`src/rtl/tight_acc_pkg.sv`:
```
// Shared types for the tightly-coupled accelerator command issuer.
package tight_acc_pkg;

    localparam int OPCODE_W = 6;
    localparam int DATA_W   = 64;

    typedef enum logic [1:0] {
        IDLE,
        ISSUE,
        WAIT_RESP
    } issuer_state_e;

    typedef struct packed {
        logic [OPCODE_W-1:0] opcode;
        logic [DATA_W-1:0]   data;
        logic                expect_resp;
    } cmd_entry_t;

    typedef struct packed {
        logic              timeout;
        logic [DATA_W-1:0] data;
    } resp_entry_t;

endpackage

```
`src/rtl/tight_acc_fifo.sv`:
```
// Synchronous FIFO with registered storage; head entry is presented on rd_data.
module tight_acc_fifo #(
    parameter int WIDTH = 8,
    parameter int DEPTH = 4,
    localparam int AW   = $clog2(DEPTH)
) (
    input  logic             clk,
    input  logic             rst,
    input  logic             push,
    input  logic [WIDTH-1:0] wr_data,
    input  logic             pop,
    output logic [WIDTH-1:0] rd_data,
    output logic             full,
    output logic             empty,
    output logic [AW:0]      count
);

    logic [WIDTH-1:0] mem [DEPTH];
    logic [AW-1:0]    wr_ptr;
    logic [AW-1:0]    rd_ptr;
    logic             do_push;
    logic             do_pop;

    // A push into a full FIFO is refused even if the head pops in the same cycle.
    assign do_push = push & ~full;
    assign do_pop  = pop & ~empty;

    always_ff @(posedge clk or posedge rst) begin
        if (rst) begin
            wr_ptr <= '0;
            rd_ptr <= '0;
            count  <= '0;
            for (int i = 0; i < DEPTH; i++) begin
                mem[i] <= '0;
            end
        end else begin
            if (do_push) begin
                mem[wr_ptr] <= wr_data;
                wr_ptr      <= wr_ptr + 1'b1;
            end
            if (do_pop) begin
                rd_ptr <= rd_ptr + 1'b1;
            end
            case ({do_push, do_pop})
                2'b10:   count <= count + 1'b1;
                2'b01:   count <= count - 1'b1;
                default: count <= count;
            endcase
        end
    end

    assign rd_data = mem[rd_ptr];
    assign full    = (count == (AW+1)'(DEPTH));
    assign empty   = (count == '0);

endmodule

```
`src/rtl/tight_acc_cmd_issuer.sv`:
```
// Core-side master: queues commands, issues one at a time to the accelerator,
// and returns responses (or timeout markers) to the core in command order.
//
// state     | meaning
// IDLE      | waiting for a queued command (and response room if it needs one)
// ISSUE     | acc_cmd_val high, payload held until the accelerator accepts
// WAIT_RESP | one command outstanding, timer running until response or timeout
module tight_acc_cmd_issuer
    import tight_acc_pkg::*;
#(
    parameter int CMD_DEPTH      = 4,
    parameter int RESP_DEPTH     = 4,
    parameter int TIMEOUT_CYCLES = 1024,
    parameter int CNT_W          = 16
) (
    input  logic                clk,
    input  logic                rst,
    input  logic                core_cmd_val,
    output logic                core_cmd_rdy,
    input  logic [OPCODE_W-1:0] core_cmd_opcode,
    input  logic [DATA_W-1:0]   core_cmd_data,
    input  logic                core_cmd_expect_resp,
    output logic                core_resp_val,
    input  logic                core_resp_rdy,
    output logic [DATA_W-1:0]   core_resp_data,
    output logic                core_resp_timeout,
    output logic                acc_cmd_val,
    input  logic                acc_busy,
    output logic [OPCODE_W-1:0] acc_cmd_opcode,
    output logic [DATA_W-1:0]   acc_cmd_config_data,
    input  logic                acc_resp_val,
    output logic                acc_resp_rdy,
    input  logic [DATA_W-1:0]   acc_resp_data,
    output logic                outstanding,
    output logic                err_timeout,
    output logic                err_spurious,
    input  logic                err_clr,
    output logic [CNT_W-1:0]    issued_cnt
);

    localparam int CMD_AW  = $clog2(CMD_DEPTH);
    localparam int RESP_AW = $clog2(RESP_DEPTH);

    issuer_state_e state, state_nxt;

    cmd_entry_t          cmd_in, cmd_head, iss_q;
    resp_entry_t         resp_in, resp_head;
    logic                cmd_full, cmd_empty, cmd_pop;
    logic                resp_full, resp_empty, resp_push, resp_pop;
    logic [CMD_AW:0]     cmd_count;
    logic [RESP_AW:0]    resp_count;
    logic [31:0]         timer;
    logic                timeout_hit;
    logic                accept;
    logic                unused_status;

    assign cmd_in = '{opcode: core_cmd_opcode, data: core_cmd_data,
                      expect_resp: core_cmd_expect_resp};

    tight_acc_fifo #(.WIDTH($bits(cmd_entry_t)), .DEPTH(CMD_DEPTH)) u_cmd_fifo (
        .clk     (clk),
        .rst     (rst),
        .push    (core_cmd_val),
        .wr_data (cmd_in),
        .pop     (cmd_pop),
        .rd_data (cmd_head),
        .full    (cmd_full),
        .empty   (cmd_empty),
        .count   (cmd_count)
    );

    tight_acc_fifo #(.WIDTH($bits(resp_entry_t)), .DEPTH(RESP_DEPTH)) u_resp_fifo (
        .clk     (clk),
        .rst     (rst),
        .push    (resp_push),
        .wr_data (resp_in),
        .pop     (resp_pop),
        .rd_data (resp_head),
        .full    (resp_full),
        .empty   (resp_empty),
        .count   (resp_count)
    );

    assign unused_status = &{1'b0, cmd_count, resp_full};

    // Response room is reserved at issue time, so the later push can never overflow.
    assign cmd_pop = (state == IDLE) && !cmd_empty &&
                     (!cmd_head.expect_resp || resp_count < (RESP_AW+1)'(RESP_DEPTH));

    assign accept      = acc_cmd_val & ~acc_busy;
    assign timeout_hit = (TIMEOUT_CYCLES != 0) && (timer == 32'(TIMEOUT_CYCLES - 1));
    assign resp_push   = (state == WAIT_RESP) && (acc_resp_val || timeout_hit);
    assign resp_in     = acc_resp_val ? '{timeout: 1'b0, data: acc_resp_data}
                                      : '{timeout: 1'b1, data: '0};
    assign resp_pop    = core_resp_val & core_resp_rdy;

    always_ff @(posedge clk or posedge rst) begin
        if (rst) begin
            state <= IDLE;
        end else begin
            state <= state_nxt;
        end
    end

    always_comb begin
        state_nxt = state;
        case (state)
            IDLE:      if (cmd_pop) state_nxt = ISSUE;
            ISSUE:     if (accept) state_nxt = iss_q.expect_resp ? WAIT_RESP : IDLE;
            WAIT_RESP: if (acc_resp_val || timeout_hit) state_nxt = IDLE;
            default:   state_nxt = IDLE;
        endcase
    end

    always_comb begin
        acc_cmd_val  = 1'b0;
        acc_resp_rdy = 1'b0;
        outstanding  = 1'b0;
        case (state)
            ISSUE:     acc_cmd_val = 1'b1;
            WAIT_RESP: begin
                acc_resp_rdy = 1'b1;
                outstanding  = 1'b1;
            end
            default:   ;
        endcase
    end

    always_ff @(posedge clk or posedge rst) begin
        if (rst) begin
            iss_q        <= '0;
            issued_cnt   <= '0;
            timer        <= '0;
            err_timeout  <= 1'b0;
            err_spurious <= 1'b0;
        end else begin
            if (cmd_pop) iss_q <= cmd_head;
            if (accept) issued_cnt <= issued_cnt + 1'b1;
            timer <= (state == WAIT_RESP) ? timer + 1'b1 : '0;
            // Set beats clear when both land in the same cycle.
            err_timeout  <= (resp_push & ~acc_resp_val) | (err_timeout & ~err_clr);
            err_spurious <= (acc_resp_val & (state != WAIT_RESP)) | (err_spurious & ~err_clr);
        end
    end

    assign core_cmd_rdy        = ~cmd_full;
    assign core_resp_val       = ~resp_empty;
    assign core_resp_data      = resp_head.data;
    assign core_resp_timeout   = resp_head.timeout;
    assign acc_cmd_opcode      = iss_q.opcode;
    assign acc_cmd_config_data = iss_q.data;

endmodule

```
`config.mk`:
```
export PLATFORM = sky130hd
export DESIGN_NAME = tight_acc_cmd_issuer
export DESIGN_NICKNAME = d
export VERILOG_FILES = /design/src/rtl/tight_acc_pkg.sv /design/src/rtl/tight_acc_fifo.sv /design/src/rtl/tight_acc_cmd_issuer.sv
export SDC_FILE = /design/constraint.sdc
export NUM_CORES = 1
export LEC_CHECK = 0
export ABC_AREA = 1
export CAP_MARGIN = 5
export CORE_MARGIN = 2
export CORE_UTILIZATION = 55
export CTS_BUF_LIST = sky130_fd_sc_hd__clkbuf_4
export DETAILED_ROUTE_END_ITERATION = 16
export PLACE_DENSITY_LB_ADDON = 0.15
export REMOVE_ABC_BUFFERS = 1
export SYNTH_ARGS = -nofsm -noshare
export SYNTH_HDL_FRONTEND = slang
export SYNTH_HIERARCHICAL = 1
export SYNTH_SLANG_ARGS = --single-unit
```
`constraint.sdc`:
```
create_clock -name clk -period 11.1 [get_ports clk]
set_input_delay 2.22 -clock clk [delete_from_list [all_inputs] [get_ports clk]]
set_output_delay 2.22 -clock clk [all_outputs]
set_load 0.01 [all_outputs]
```
==> impl_metrics.sql <==
INSERT INTO impl_metrics (metric_group, metric, value, unit) VALUES
('status', 'run_status', 'completed', ''),
('finish', 'final-instance-count-excl-fill', '5380', ''),
('detailed_routing', 'met3_wirelength', '6.95', 'mm'),
('power_and_ir_drop', 'p_sw_frac', '0.424', ''),
('power_and_ir_drop', 'power_switching', '4.46', 'mW'),
('timing', 'finalClockSkew', '0.0458', 'ns'),
('cts', 'cts_repair_resize_count', '0', ''),
('cts', 'cts_hold_repair.buffers', '0', ''),
('cts', 'cts_tree', 'done', ''),
('timing', 'final_period_minus_worst_setup_slack', '6.87', 'ns'),
('logic_synthesis', 'netlist_area', '33900', 'um2'),
('cts', 'numClockSinks', '681', ''),
('min_path', 'hold_path.class', 'reg -> reg', ''),
('detailed_routing', 'drt_iter0_markers', '3127', ''),
('floorplan', 'coreArea', '61400', 'um2'),
('cts', 'cts-root-to-sink-buffers', '3', ''),
('floorplan', 'design.die.area', '63700', 'um2'),
('critical_path', 'cpPeakStageDelay', '0.83', 'ns'),
('critical_path', 'critPathCaptureType', 'output pin', ''),
('logic_synthesis', 'post_synth.cell_area_avg', '7.78', 'um2'),
('placement', 'finalWeightedCongestion', '0.874', ''),
('critical_path', 'cp_max_fo', '104', ''),
('detailed_routing', 'detail-route-antenna-nets', '0', ''),
('cts', 'cts_setup_buffers', '0', ''),
('power_and_ir_drop', 'worst_ir_drop_vdd', '200', 'uV'),
('logic_synthesis', 'netlist_instances', '4357', ''),
('timing', 'layout_setup_ws', '4.23', 'ns'),
('cts', 'ctsHtreeMaxLevel', '4', ''),
('timing', 'hold_viol', '0', ''),
('finish', 'syn2layout_area_growth', '13.1', '%'),
('critical_path', 'criticalPathCategory', 'reg -> out', ''),
('global_routing', 'number_of_antenna_violations_at_the_first_check_in_global_routing', '6', ''),
('global_routing', 'globalRouteOverflowTotal', '0', ''),
('detailed_routing', 'detailroute.wirelength.met2', '45.3', 'mm'),
('detailed_routing', 'detail_route.vias_per_cell', '5.68', ''),
('detailed_routing', 'wl_per_cell', '17.7', 'um'),
('detailed_routing', 'total_routed_wire_length_on_the_met1_layer', '40.6', 'mm'),
('timing', 'rsz_0062_raised_after_global_routing', 'no', ''),
('detailed_routing', 'route.final.wire_length', '95.1', 'mm'),
('placement', 'place.detailed.hpwl', '50.3', 'mm'),
('power_and_ir_drop', 'leakage', '19.7', 'nW'),
('critical_path', 'crit_chain', 'inv_4, buf_4, o21ai_0, o21ai_0, clkdlybuf4s50_1', ''),
('finish', 'nets', '4610', ''),
('global_routing', 'grt_start_max_net_pins', '174', ''),
('detailed_routing', 'via_count', '30500', ''),
('floorplan', 'die_x', '252', 'um'),
('timing', 'relSlewSlack', '0.222', ''),
('power_and_ir_drop', 'comb_power_share', '0.418', ''),
('power_and_ir_drop', 'p_int', '6.07', 'mW'),
('timing', 'post-route-period-util', '0.619', ''),
('timing', 'fmax', '0.145', 'GHz'),
('floorplan', 'floorplan.rows', '91', ''),
('run', 'max_cap_violations', '0', ''),
('finish', 'mostFrequentLayoutCells', 'nand2_1, dfrtp_1, nand4_1', ''),
('placement', 'numPlacedInstances', '5062', ''),
('global_routing', 'grt_pass1_wl', '154', 'mm'),
('finish', 'n_fill_cell', '5619', ''),
('power_and_ir_drop', 'seq_power_share', '0.369', ''),
('finish', 'layout_commonest_cell', 'nand2_1', ''),
('critical_path', 'critPathArrivalTime', '4.65', 'ns'),
('finish', 'drive_gt1_frac', '0.0857', ''),
('placement', 'numPortBuffers', '299', ''),
('timing', 'final-max-slew-violation-count', '0', ''),
('timing', 'finalSetupViolations', '0', ''),
('placement', 'pre_cts_ws', '5.24', 'ns'),
('detailed_routing', 'first_pass_detailed_route_iteration_total', '6', ''),
('power_and_ir_drop', 'power_per_cell_area', '274', 'nW/um2'),
('cts', 'clock_tree.root_cell', 'clkbuf_4', ''),
('cts', 'clock_latency', '1.01', 'ns'),
('detailed_routing', 'maxUsedRoutingLayer', 'met5', ''),
('floorplan', 'die_h', '252', 'um');
[metal layers]
layer,vias to the layer above,global-route usage
met3,174,0.0626
met4,6,0.107
met2,1156,0.480
met5,-,0
met1,14600,0.407
li1,14600,-
[flip-flops by register name, summed over array words and instances, names as in the netlist, 3 cells and up]
name                 flops
acc_cmd_config_data     64
acc_cmd_opcode           6
issued_cnt              16
timer                   32
u_cmd_fifo/count         3
u_cmd_fifo/mem         284
u_resp_fifo/count        3
u_resp_fifo/mem        260
[metrics by stage]
| step | area [um2] | util | TNS, ns | hold slack, ns | total power [mW] |
|---|---|---|---|---|---|
| 2_1_floorplan | 31700 | - | -1078.41 | 0.437 | 6.48 |
| 3_3_place_gp | 36000 | 0.587 | 0 | 0.447 | 8.20 |
| 3_5_place_dp | 36000 | 0.587 | 0 | 0.453 | 8.29 |
| 4_1_cts | 38400 | 0.625 | 0 | 0.467 | 10.6 |
| 5_1_grt | 38400 | 0.625 | 0 | 0.478 | 11.3 |
| 6_report | 38400 | 0.625 | 0 | 0.464 | 10.5 |
[critical path: cells and delay by family (launching register included)]
family,cells,cell delay [ns]
AO/OA/AOI/OAI,2,0.72
buffers and inverters,3,1.92
flip-flops,1,0.80
[cell type report]
cell class | count | area, um2 | share of cell area
Sequential cell | 681 | 17000 | 0.444
Inverter | 150 | 591 | 0.0154
Clock inverter | 29 | 175 | 0.00457
Tap cell | 790 | 988 | 0.0258
Multi-Input combinational cell | 3103 | 14100 | 0.368
Antenna cell | 5 | 12.5 | 0.000326
Timing Repair Buffer | 338 | 3300 | 0.0859
Clock buffer | 284 | 2130 | 0.0556
[final timing paths]
check	from	to	slack (ns)	depth (start not counted)
max in group asynchronous	rst	u_cmd_fifo/mem[22]	7.03	4
worst min-delay path	u_cmd_fifo/mem[200]	u_cmd_fifo/mem[200]	0.46	2
min in group asynchronous	rst	acc_cmd_config_data[62]	1.94	2
worst max-delay path	u_resp_fifo/rd_ptr[0]	core_resp_data[60]	4.23	5
worst min register to register	u_cmd_fifo/mem[200]	u_cmd_fifo/mem[200]	0.46	2
worst max register to register	u_cmd_fifo/rd_ptr[0]	acc_cmd_config_data[7]	7.01	9
[power by group through the flow]
stage	combinational [mW]	sequential (mW)	clock (mW)
finish	4.40	3.89	2.24
global route	4.91	3.99	2.43
detailed placement	4.38	3.91	0
CTS	4.39	3.88	2.29
floorplan	2.60	3.88	0
global placement	4.30	3.89	0
(Power assumes the default switching activity.)
